`config.mk`:
```
export PLATFORM = sky130hd
export DESIGN_NAME = mux_nto1_reg_arb_flat
export DESIGN_NICKNAME = d
export VERILOG_FILES = /design/src/rtl/mux_nto1_reg_arb_pkg.sv /design/src/rtl/mux_nto1_reg_arb_if.sv /design/src/rtl/mux_nto1_reg_arb_rr_arbiter.sv /design/src/rtl/mux_nto1_reg_arb.sv /design/src/flat_wrapper.sv
export SDC_FILE = /design/constraint.sdc
export NUM_CORES = 1
export LEC_CHECK = 0
export ABC_AREA = 1
export CAP_MARGIN = 10
export CORE_UTILIZATION = 25
export DETAILED_ROUTE_END_ITERATION = 10
export PLACE_DENSITY_LB_ADDON = 0.2
export SETUP_SLACK_MARGIN = 0.2
export SLEW_MARGIN = 20
export SYNTH_ARGS = -nofsm -noshare
export SYNTH_HDL_FRONTEND = slang
export SYNTH_HIERARCHICAL = 1
export SYNTH_SLANG_ARGS = --single-unit
```
`constraint.sdc`:
```
create_clock -name clk -period 3.35 [get_ports clk]
set_input_delay 0.8375 -clock clk [delete_from_list [all_inputs] [get_ports clk]]
set_output_delay 0.8375 -clock clk [all_outputs]
set_load 0.02 [all_outputs]
```
`src/rtl/mux_nto1_reg_arb_pkg.sv`:
```
// Shared constants and helpers for the registered N:1 mux with select/arbitration modes.
package mux_nto1_reg_arb_pkg;

    localparam int MODE_SEL = 0;
    localparam int MODE_RR  = 1;

    function automatic int clog2(input int value);
        int r;
        r = 0;
        while ((1 << r) < value) r++;
        return r;
    endfunction

endpackage

```
`src/rtl/mux_nto1_reg_arb_if.sv`:
```
// Channel-side and output-side handshake bundle for mux_nto1_reg_arb.
interface mux_nto1_reg_arb_if #(
    parameter int WIDTH = 32,
    parameter int N     = 4,
    parameter int SEL_W = 2
);
    logic [N*WIDTH-1:0] in_data;
    logic [N-1:0]       in_valid;
    logic [N-1:0]       in_ready;
    logic [SEL_W-1:0]   sel;
    logic [WIDTH-1:0]   out_data;
    logic               out_valid;
    logic               out_ready;
    logic [SEL_W-1:0]   out_src;

    modport master (
        output in_data, in_valid, sel, out_ready,
        input  in_ready, out_data, out_valid, out_src
    );

    modport slave (
        input  in_data, in_valid, sel, out_ready,
        output in_ready, out_data, out_valid, out_src
    );
endinterface

```
`src/rtl/mux_nto1_reg_arb_rr_arbiter.sv`:
```
// Round-robin arbiter: scans requests starting at ptr, ptr moves past each granted index on advance.
module rr_arbiter
    import mux_nto1_reg_arb_pkg::*;
#(
    parameter int N     = 4,
    parameter int SEL_W = 2
) (
    input  logic             clk,
    input  logic             rst_n,
    input  logic [N-1:0]     req,
    input  logic             advance,
    output logic [SEL_W-1:0] gnt_idx,
    output logic             gnt_valid
);

    logic [SEL_W-1:0] ptr;

    // Walk offsets from farthest to nearest so the closest requester to ptr wins.
    always_comb begin
        gnt_idx = '0;
        for (int k = N - 1; k >= 0; k--) begin
            for (int i = 0; i < N; i++) begin
                if (((int'(ptr) + k) % N) == i && req[i]) begin
                    gnt_idx = SEL_W'(i);
                end
            end
        end
        gnt_valid = |req;
    end

    always_ff @(posedge clk or negedge rst_n) begin
        if (!rst_n) begin
            ptr <= '0;
        end else if (advance) begin
            ptr <= (32'(gnt_idx) == N - 1) ? '0 : gnt_idx + 1'b1;
        end
    end

endmodule

```
`src/rtl/mux_nto1_reg_arb.sv`:
```
// Registered N-input mux with valid/ready on every channel; explicit select or round-robin grant.
module mux_nto1_reg_arb
    import mux_nto1_reg_arb_pkg::*;
#(
    parameter int WIDTH = 32,
    parameter int N     = 4,
    parameter int SEL_W = 2,
    parameter int MODE  = 0
) (
    input  logic                clk,
    input  logic                rst_n,
    mux_nto1_reg_arb_if.slave   bus
);

    if (N < 2) begin : g_chk_n
        $error("mux_nto1_reg_arb: N must be >= 2");
    end
    if (SEL_W < clog2(N)) begin : g_chk_sel_w
        $error("mux_nto1_reg_arb: SEL_W too narrow for N");
    end
    if (MODE != MODE_SEL && MODE != MODE_RR) begin : g_chk_mode
        $error("mux_nto1_reg_arb: MODE must be 0 or 1");
    end

    logic [SEL_W-1:0] gnt_idx;
    logic             gnt_valid;
    logic             load;
    logic [WIDTH-1:0] gnt_data;
    logic [N-1:0]     ready;
    logic [WIDTH-1:0] data_q;
    logic [SEL_W-1:0] src_q;
    logic             valid_q;

    if (MODE == MODE_RR) begin : g_rr
        rr_arbiter #(.N(N), .SEL_W(SEL_W)) u_arb (
            .clk       (clk),
            .rst_n     (rst_n),
            .req       (bus.in_valid),
            .advance   (load),
            .gnt_idx   (gnt_idx),
            .gnt_valid (gnt_valid)
        );
        logic unused_sel;
        assign unused_sel = ^bus.sel;
    end else begin : g_sel
        // Out-of-range selects fall back to channel 0.
        always_comb begin
            gnt_idx   = (32'(bus.sel) < N) ? bus.sel : '0;
            gnt_valid = 1'b0;
            for (int i = 0; i < N; i++) begin
                if (32'(gnt_idx) == i && bus.in_valid[i]) gnt_valid = 1'b1;
            end
        end
    end

    // Gating with rst_n keeps every in_ready low while reset is held.
    assign load = rst_n && (!valid_q || bus.out_ready) && gnt_valid;

    always_comb begin
        gnt_data = '0;
        ready    = '0;
        for (int i = 0; i < N; i++) begin
            if (32'(gnt_idx) == i) begin
                gnt_data = bus.in_data[i*WIDTH +: WIDTH];
                ready[i] = load;
            end
        end
    end

    always_ff @(posedge clk or negedge rst_n) begin
        if (!rst_n) begin
            valid_q <= 1'b0;
            data_q  <= '0;
            src_q   <= '0;
        end else if (load) begin
            valid_q <= 1'b1;
            data_q  <= gnt_data;
            src_q   <= gnt_idx;
        end else if (bus.out_ready) begin
            valid_q <= 1'b0;
        end
    end

    assign bus.in_ready  = ready;
    assign bus.out_data  = data_q;
    assign bus.out_src   = src_q;
    assign bus.out_valid = valid_q;

endmodule

```
`src/flat_wrapper.sv`:
```
// flat-port wrapper written by rule: the top's interface ports become plain ports
module mux_nto1_reg_arb_flat import mux_nto1_reg_arb_pkg::*;
#(
    parameter int WIDTH = 32,
    parameter int N     = 4,
    parameter int SEL_W = 2,
    parameter int MODE  = 0
)
  (clk, rst_n, bus_in_data, bus_in_valid, bus_sel, bus_out_ready, bus_in_ready, bus_out_data, bus_out_valid, bus_out_src);
  mux_nto1_reg_arb_if #(.WIDTH(WIDTH), .N(N), .SEL_W(SEL_W)) bus_i ();
  input  logic clk;
  input  logic rst_n;
  input wire logic [$bits(bus_i.in_data)-1:0] bus_in_data;
  input wire logic [$bits(bus_i.in_valid)-1:0] bus_in_valid;
  input wire logic [$bits(bus_i.sel)-1:0] bus_sel;
  input wire logic [$bits(bus_i.out_ready)-1:0] bus_out_ready;
  output wire logic [$bits(bus_i.in_ready)-1:0] bus_in_ready;
  output wire logic [$bits(bus_i.out_data)-1:0] bus_out_data;
  output wire logic [$bits(bus_i.out_valid)-1:0] bus_out_valid;
  output wire logic [$bits(bus_i.out_src)-1:0] bus_out_src;
  assign bus_i.in_data = bus_in_data;
  assign bus_i.in_valid = bus_in_valid;
  assign bus_i.sel = bus_sel;
  assign bus_i.out_ready = bus_out_ready;
  assign bus_in_ready = bus_i.in_ready;
  assign bus_out_data = bus_i.out_data;
  assign bus_out_valid = bus_i.out_valid;
  assign bus_out_src = bus_i.out_src;
  mux_nto1_reg_arb #(.WIDTH(WIDTH), .N(N), .SEL_W(SEL_W), .MODE(MODE)) u_core (.clk(clk), .rst_n(rst_n), .bus(bus_i));
endmodule
```
**After elaboration in Yosys (flattened, before gate mapping)**

Cells that the tools add are included.

- Output and inout bits: 39
- Register bits after elaboration: 35
- Bits of input ports: 137
- Logic and storage cells: 30

- Muxes and demuxes: 14
- Equal/unequal tests: 3
- Reduce and logical (&&, ||, !) cells: 10

Operators by type and width:

| kind | count |
|---|---|
| 32-bit two-way mux | 4 |
| 1-bit two-way mux | 10 |
| 1-bit logical AND | 6 |
| 2-bit == test, second input constant | 2 |
| 2-bit by 1-bit == test with 1-bit output, second input constant | 1 |
| 2-bit logical NOT | 1 |
| 2-bit nonzero test | 1 |
| 1-bit logical NOT | 1 |
| 1-bit logical OR | 1 |

**Logic depth before layout (Yosys ltp)**

Gate-level depths: netlist (run 1).

- Depth in word-level cells: 8
- Depth in mapped cells: 9
- Mapped depth without buffers: 7

**Worst setup path after synthesis (run 1)**

OpenSTA, ideal clock, no wires.

- Path kind: input to output
- Start point: in bus_sel[1]
- End point: out bus_in_ready[0]
- Stages: 7
- Data required time: 2.513 ns
- Arrival time: 1.835 ns
- Path buffers: 2
- Path slack: 0.678 ns
- Path through: buf_4 > nor2_4 > nand2_1 > nand2_2 > o21ai_4 > buf_6 > nor2_1

- Cells in the longest elaborated chain, start to end: 8
- Elaborated cells between the ends (all ways): 14
- Classes of those cells: 3 x eq/ne; 5 x mux; 6 x reduce/logical

Ends and longest elaborated chain:

| item | RTL line | RTL |
|---|---|---|
| start, declared | flat_wrapper.sv:15 | `input wire logic [$bits(bus_i.sel)-1:0] bus_sel;` |
| 2-bit logical NOT | mux_nto1_reg_arb.sv:51, mux_nto1_reg_arb.sv:63 |  |
| 1-bit logical AND | mux_nto1_reg_arb.sv:51 | `if (32'(gnt_idx) == i && bus.in_valid[i]) gnt_valid = 1'b1;` |
| 1-bit two-way mux (4 in a row) | mux_nto1_reg_arb.sv:51 |  |
| 1-bit logical AND | mux_nto1_reg_arb.sv:57 | `assign load = rst_n && (!valid_q \|\| bus.out_ready) && gnt_valid;` |
| 1-bit two-way mux * | mux_nto1_reg_arb.sv:63 | `if (32'(gnt_idx) == i) begin` |
| end, declared | flat_wrapper.sv:17 | `output wire logic [$bits(bus_i.in_ready)-1:0] bus_in_ready;` |

Every way passes the cells marked *; elsewhere a longest branch is shown, timed or not.

**Worst setup path after layout (run 1)**

- Start point: in bus_in_valid[3]
- End point: out bus_in_ready[2]

- Cells in the longest elaborated chain, start to end: 4

Ends and longest elaborated chain:

| item | RTL line | RTL |
|---|---|---|
| start, declared | flat_wrapper.sv:14 | `input wire logic [$bits(bus_i.in_valid)-1:0] bus_in_valid;` |
| 1-bit logical AND | mux_nto1_reg_arb.sv:51 |  |
| 1-bit two-way mux | mux_nto1_reg_arb.sv:51 |  |
| 1-bit logical AND | mux_nto1_reg_arb.sv:57 |  |
| 1-bit two-way mux | mux_nto1_reg_arb.sv:63 |  |

Every way passes these cells.

==> results.sh, run 1 <==
export IMPL_avgSynthCellArea_um2=6.416
export IMPL_clkSlewWorstSetupHoldPaths_ns=0.07
export IMPL_syn_cell_area_mm2=0.002213
export IMPL_floorplan_io_pins=176
export IMPL_path_max_fanout=3
export IMPL_clock_root_buffer="sky130_fd_sc_hd__clkbuf_8"
export IMPL_cts_max_level=2
export IMPL_final_critical_path_setup_slack_ns=0.3643
export IMPL_drt_iter0_drc=76
export IMPL_antenna_left=0
export IMPL_synthTopCellsByArea="sky130_fd_sc_hd__dfrtp_1 40%, sky130_fd_sc_hd__nand2_1 39%, sky130_fd_sc_hd__nand4_1 9.0%"
export IMPL_globalplace_congestion=0.7572
export IMPL_fin_skew_ns=0.009752
export IMPL_min_delay_path_class="reg -> reg"
export IMPL_final_non_filler_cell_area_mm2=0.004222
export IMPL_rows=33
export IMPL_yosys_most_used_dff="sky130_fd_sc_hd__dfrtp_1"
export IMPL_grt_first_pass_wirelength_mm=12.51
export IMPL_grt_setup_unrepaired="no"
export IMPL_insertedDiodeCount=0
export IMPL_insertion_delay_ns=0.28
export IMPL_setup_viol=0
export IMPL_netlist_top_cell_by_area="sky130_fd_sc_hd__dfrtp_1"
export IMPL_timing_final_crit_period_ns=2.986
export IMPL_peakVddDrop_uv=157.3
export IMPL_place_ws_ns=-0.1561
export IMPL_detailedRoute_firstPassIterationCount=4
export IMPL_initial_core_util_pct=26.41
export IMPL_element_type_at_the_critical_path_end="primary output"
export IMPL_synth_sequential_area_ratio_pct=39.57
export IMPL_slew_headroom_pct=49.19
export IMPL_synth_warn=6
export IMPL_synthXorXnorAreaFrac_pct=0
export IMPL_core_region_area_mm2=0.008382
export IMPL_cts_sink_count=35
export IMPL_slew_viol_final=0
export IMPL_clock_path_buffers=2
export IMPL_worst_endpoint_required_ns=2.51
export IMPL_syn_inst=345
export IMPL_cts_repair_timing_setup_buffer_count=0
export IMPL_synthesis_stage_register_bit_count=35
export IMPL_critical_path_arrival_ns=2.15
export IMPL_final_hold_violation_count=0
export IMPL_max_cap_viol_count=0
export IMPL_routed_via_density=4.397
export IMPL_p_leak_uw=0.001934
export IMPL_vias_in_the_first_global_route=2724
export IMPL_overflow=0
export IMPL_tritoncts="done"
export IMPL_cellPowerDensity_mw_per_mm2=393.0
export IMPL_grt_start_max_net_pins=36
export IMPL_cts_hold_buffers=0
export IMPL_grt_antenna_before_repair=0
export IMPL_status="finished, final reports clean"
export IMPL_synth_simple_gate_area_share_pct=52.23
export IMPL_number_of_buffers_added_by_the_clock_tree_synthesis_step=5
export IMPL_synthMuxAreaShare_pct=0
export IMPL_dieArea_mm2=0.009233
export IMPL_port_buffer_count=175
export IMPL_synth_net_count=482
export IMPL_synth_most_common_cell="sky130_fd_sc_hd__nand2_1"
export IMPL_design_final_nets=665
export IMPL_dp_hpwl_mm=6.281
export IMPL_yosysUniqueCellTypes=18
export IMPL_synth_fa_ha_area_share_pct=0
export IMPL_main_combinational_cell_family_by_area_after_synthesis="simple AND/OR/NAND/NOR gates"
export IMPL_synth_top_cell_area_share_pct=39.57
export IMPL_remaining_drc_errors=0
export IMPL_max_freq_mhz=334.9
export IMPL_die_h_um=96.09
export IMPL_startpoint_class_of_the_critical_path="input pin"
export IMPL_route_detailed_wl_per_inst_um=12.73
export IMPL_dpl_cell_area_mm2=0.004129
export IMPL_synth_compound_area_share_pct=1.187
export IMPL_tightestPinTransition_ns=0.7604
export IMPL_die_width_um=96.09
export IMPL_routed_wirelength_mm=8.073
export IMPL_total_number_of_vias=2788
export IMPL_post_route_clock_period_utilization_pct=89.12
export IMPL_area_growth_pct=90.73
export IMPL_number_of_enable_flip_flop_cells_after_synthesis=0
export IMPL_synthArstFlopShare_pct=100.0
export IMPL_synth_commonest_cells="231 x sky130_fd_sc_hd__nand2_1, 35 x sky130_fd_sc_hd__dfrtp_1, 32 x sky130_fd_sc_hd__nand4_1"
export IMPL_global_route_usage_total_pct=17.72
export IMPL_final_layout_size_suffix_gt1_share_pct=7.372
export IMPL_setup_worst_path_class="in -> out"
export IMPL_cts_resized_gates=6
==> critical path: stages <==
cell	delay, ns
sky130_fd_sc_hd__clkdlybuf4s50_1	0.45
sky130_fd_sc_hd__nand3_1	0.08
sky130_fd_sc_hd__nand2_2	0.14
sky130_fd_sc_hd__inv_1	0.05
sky130_fd_sc_hd__nand2_1	0.07
sky130_fd_sc_hd__nand3_1	0.09
sky130_fd_sc_hd__nor2_1	0.09
sky130_fd_sc_hd__dlygate4sd2_1	0.33
==> report_power, final <==
part           internal (uW)  switching [uW]  total [uW]
clock network            188             145         333
registers                524            50.5         574
logic                    398             354         752
total                   1110             550        1660
==> state kept, by name, summed over array words and instances, names as in the netlist <==
register / flops
u_core/bus.out_data: 32
u_core/bus.out_src: 2
u_core/bus.out_valid: 1
==> through the flow <==
step / setup TNS (ns) / hold WS [ns] / cells / util [%] / power (uW)
after global placement: -0.2317 / 0.4567 / 626 / 49.26 / 1337
final: 0 / 0.4736 / 634 / 50.37 / 1659
after global routing: 0 / 0.5001 / 634 / 50.37 / 1781
after detailed placement: -0.3797 / 0.4639 / 626 / 49.26 / 1345
after CTS: 0 / 0.4815 / 634 / 50.37 / 1690
after floorplan: 0 / 0.5419 / 345 / - / 899.2
==> path summary, 6_finish.rpt <==
kind	cells past startpoint	slack, ns	to	from
max	8	0.36	bus_in_ready[2]	bus_in_valid[3]
max in group asynchronous	2	2.42	u_core/bus.out_data[28]	rst_n
min reg2reg	2	0.47	u_core/bus.out_src[1]	u_core/bus.out_src[1]
min	2	0.47	u_core/bus.out_src[1]	u_core/bus.out_src[1]
max reg2reg	6	1.78	u_core/bus.out_data[29]	u_core/bus.out_valid
min in group asynchronous	2	0.59	u_core/bus.out_src[1]	rst_n
==> layout by cell type (no fill, tap or decap) <==
cell type and count:
sky130_fd_sc_hd__o21ai_4 1, sky130_fd_sc_hd__nor2_2 3, sky130_fd_sc_hd__nand3_1 5, sky130_fd_sc_hd__nand2_2 2, sky130_fd_sc_hd__nor2_1 4, sky130_fd_sc_hd__nor2_4 2
sky130_fd_sc_hd__o21ai_0 1, sky130_fd_sc_hd__inv_1 6, sky130_fd_sc_hd__o21ai_1 1, sky130_fd_sc_hd__nand2_1 231, sky130_fd_sc_hd__dfrtp_1 35, sky130_fd_sc_hd__clkbuf_1 1
sky130_fd_sc_hd__nand4_1 32, sky130_fd_sc_hd__clkdlybuf4s50_1 168, sky130_fd_sc_hd__inv_2 2, sky130_fd_sc_hd__buf_2 1, sky130_fd_sc_hd__buf_4 21, sky130_fd_sc_hd__dlygate4sd2_1 6
sky130_fd_sc_hd__clkbuf_8 7
==> layer usage <==
metal | vias to the layer above | GRT usage (%) | share of wire [%]
li1 | 1451 | - | -
met4 | 0 | 4.602 | 1.3
met2 | 108 | 32.09 | 47
met3 | 8 | 5.608 | 10
met1 | 1221 | 19.93 | 41
met5 | - | 0 | 0
==> logic make-up (layout without fill, tap and decap cells) <==
family                 Yosys count  after routing
AND/OR/NAND/NOR                279            279
flip-flops                      35             35
buffers and inverters           28            212
AO/OA/AOI/OAI                    3              3
==> final cells by class <==
| type | instances | area (um^2) |
|---|---|---|
| Timing Repair Buffer | 196 | 1897 |
| Sequential cell | 35 | 875.8 |
| Clock buffer | 8 | 100.1 |
| Multi-Input combinational cell | 282 | 1187 |
| Inverter | 8 | 30.03 |
| Fill cell | 852 | 4160 |
| Tap cell | 105 | 131.4 |
Note: power is estimated with default switching activity, not from simulation.
==> inputs of run 2 (changes only) <==
--- a/config.mk
+++ b/config.mk
@@ -7,7 +7,7 @@
 export LEC_CHECK = 0
 export ABC_AREA = 1
 export CAP_MARGIN = 10
-export CORE_UTILIZATION = 25
+export CORE_UTILIZATION = 35
 export DETAILED_ROUTE_END_ITERATION = 10
 export PLACE_DENSITY_LB_ADDON = 0.2
 export SETUP_SLACK_MARGIN = 0.2
==> results.sh, run 2 (synthesis results as in run 1) <==
export IMPL_status="finished, final reports clean"
export IMPL_comb_power_share_pct=46.6
export IMPL_layout_common_cells="231 x sky130_fd_sc_hd__nand2_1, 168 x sky130_fd_sc_hd__clkdlybuf4s50_1, 35 x sky130_fd_sc_hd__dfrtp_1, 32 x sky130_fd_sc_hd__nand4_1, 18 x sky130_fd_sc_hd__buf_4"
export IMPL_fin_skew_ns=0.004329
export IMPL_grt_setup_unrepaired="no"
export IMPL_worst_path_max_delay_cell="sky130_fd_sc_hd__clkdlybuf4s50_1"
export IMPL_dpl_cell_area_mm2=0.004089
export IMPL_post_route_clock_period_utilization_pct=89.65
export IMPL_tightestPinTransition_ns=0.7241
export IMPL_die_width_um=81.53
export IMPL_timing_final_crit_period_ns=3.003
export IMPL_cts_repair_timing_setup_buffer_count=0
export IMPL_routed_via_density=4.761
export IMPL_power_share_clock_pct=17.6
export IMPL_design_final_nets=663
export IMPL_max_cap_viol_count=0
export IMPL_final_cells=602
export IMPL_critical_path_cell_chain="clkdlybuf4s50_1, nand3_1, nand2_2, inv_1, nand2_1, nand3_1, nor2_1, dlygate4sd2_1"
export IMPL_initial_core_util_pct=36.73
export IMPL_worst_endpoint_required_ns=2.51
export IMPL_sw_frac_of_total_pct=34.00
export IMPL_critical_path_arrival_ns=2.17
export IMPL_largest_register_ffs=32
export IMPL_element_type_at_the_critical_path_end="primary output"
export IMPL_rows=28
export IMPL_die_h_um=81.53
export IMPL_vias_in_the_first_global_route=2902
export IMPL_drt_iter0_drc=87
export IMPL_cts_sink_count=35
export IMPL_routed_wirelength_mm=8.071
export IMPL_core_region_area_mm2=0.006026
export IMPL_grt_first_pass_wirelength_mm=12.31
export IMPL_dp_cells=594
export IMPL_grt_antenna_before_repair=0
export IMPL_globalplace_congestion=0.7988
export IMPL_final_hold_violation_count=0
export IMPL_insertion_delay_ns=0.28
export IMPL_floorplan_io_pins=176
export IMPL_grt_start_max_net_pins=36
export IMPL_final_layout_size_suffix_gt1_share_pct=6.831
export IMPL_setup_worst_path_class="in -> out"
export IMPL_slew_viol_final=0
export IMPL_startpoint_class_of_the_critical_path="input pin"
export IMPL_final_hold_worst_slack_ns=0.4781
export IMPL_dp_hpwl_mm=6.170
export IMPL_area_growth_pct=88.07
export IMPL_port_buffer_count=175
export IMPL_final_common_cell="sky130_fd_sc_hd__nand2_1"
export IMPL_final_non_filler_cell_area_mm2=0.004163
export IMPL_tritoncts="done"
export IMPL_internal_power_uw=1068
export IMPL_antenna_left=0
export IMPL_global_route_usage_total_pct=24.57
export IMPL_post_layout_total_power_uw=1618
export IMPL_peakVddDrop_uv=193.8
export IMPL_clock_root_buffer="sky130_fd_sc_hd__clkbuf_8"
export IMPL_timing_critical_path_max_delay_family="buffers and inverters"
export IMPL_dieArea_mm2=0.006646
export IMPL_max_freq_mhz=333.0
export IMPL_critical_path_buf_inv_count=3
export IMPL_power_switching_uw=550.0
export IMPL_fillCellCount=541
export IMPL_detailedRoute_firstPassIterationCount=6
export IMPL_power_frac_seq_pct=35.8
export IMPL_cellPowerDensity_mw_per_mm2=388.6
export IMPL_finalCoreUtilization_pct=69.08
export IMPL_overflow=0
export IMPL_route_detailed_wl_per_inst_um=13.41
export IMPL_path_max_fanout=3
export IMPL_cts_max_level=2
export IMPL_p_leak_uw=0.001920
export IMPL_timing_critical_path_slowest_cell_delay_ns=0.46
export IMPL_setup_viol=0
export IMPL_slew_headroom_pct=51.62
export IMPL_number_of_buffers_added_by_the_clock_tree_synthesis_step=5
export IMPL_total_number_of_vias=2866
export IMPL_insertedDiodeCount=0
export IMPL_clock_path_buffers=2
export IMPL_timing_critical_path_mode_cell="sky130_fd_sc_hd__nand3_1"
export IMPL_cts_hold_buffers=0
export IMPL_clkSlewWorstSetupHoldPaths_ns=0.06
export IMPL_remaining_drc_errors=0
export IMPL_min_delay_path_class="reg -> reg"
-- run 2: per-layer routing --
metal	up-vias	GRT usage (%)	part of all wire (%)
li1	1443	-	-
met1	1280	24.24	38
met2	129	47.00	49
met3	14	8.111	11
met4	0	9.107	1.8
met5	-	0	0
-- run 2: power groups by stage --
stage                     sequential [uW]  clock (uW)  combinational (uW)
after global placement                582           0                 753
after floorplan                       711           0                 188
after global routing                  591         312                 818
after CTS                             580         298                 761
final                                 579         285                 754
after detailed placement              586           0                 761
-- run 2: tightest hold or removal path, cell delays in order (launching register included) --
cell and delay (ns):
sky130_fd_sc_hd__dfrtp_1 0.34, sky130_fd_sc_hd__nand2_1 0.05, sky130_fd_sc_hd__nand2_1 0.05
-- run 2: final cells by class --
cell class | instances | area, um^2 | share of cell area (%)
multi-input cells | 282 | 1187 | 28.52
inverters | 8 | 30.03 | 0.7214
clock inverters | 1 | 5.005 | 0.1202
flip-flops and latches | 35 | 875.8 | 21.04
clock buffers | 7 | 76.32 | 1.833
repair buffers | 194 | 1894 | 45.51
well taps | 75 | 93.84 | 2.254
-- run 2: what timing repair did --
item | CTS | global route
setup endpoints to repair | 4 | 0
resized for setup | 6 | 0
endpoints found under the hold margin | 0 | 0
-- run 2: through the flow --
step           setup WS, ns  TNS [ns]
3_5_place_dp        -0.1743   -0.5752
5_1_grt              0.2451         0
2_1_floorplan        0.6776         0
6_report             0.3468         0
4_1_cts              0.3464         0
3_3_place_gp        -0.1331   -0.4799
-- run 2: worst paths after layout --
path / from / endpoint / slack, ns / depth (start not counted)
max in group asynchronous: rst_n / u_core/bus.out_data[3] / 2.38 / 2
hold / removal: u_core/bus.out_data[0] / u_core/bus.out_data[0] / 0.48 / 2
min in group asynchronous: rst_n / u_core/bus.out_src[1] / 0.64 / 2
hold reg to reg: u_core/bus.out_data[0] / u_core/bus.out_data[0] / 0.48 / 2
setup / recovery: bus_in_valid[1] / bus_in_ready[1] / 0.35 / 8
setup reg to reg: u_core/bus.out_valid / u_core/bus.out_data[9] / 1.80 / 6
==> inputs of run 3 (changes only) <==
--- a/config.mk
+++ b/config.mk
@@ -8,6 +8,7 @@
 export ABC_AREA = 1
 export CAP_MARGIN = 10
 export CORE_UTILIZATION = 35
+export CTS_CLUSTER_DIAMETER = 40
 export DETAILED_ROUTE_END_ITERATION = 10
 export PLACE_DENSITY_LB_ADDON = 0.2
 export SETUP_SLACK_MARGIN = 0.2
==> results of run 3 <==
No change in the layout: final DEF, timing and power equal those of run 2.
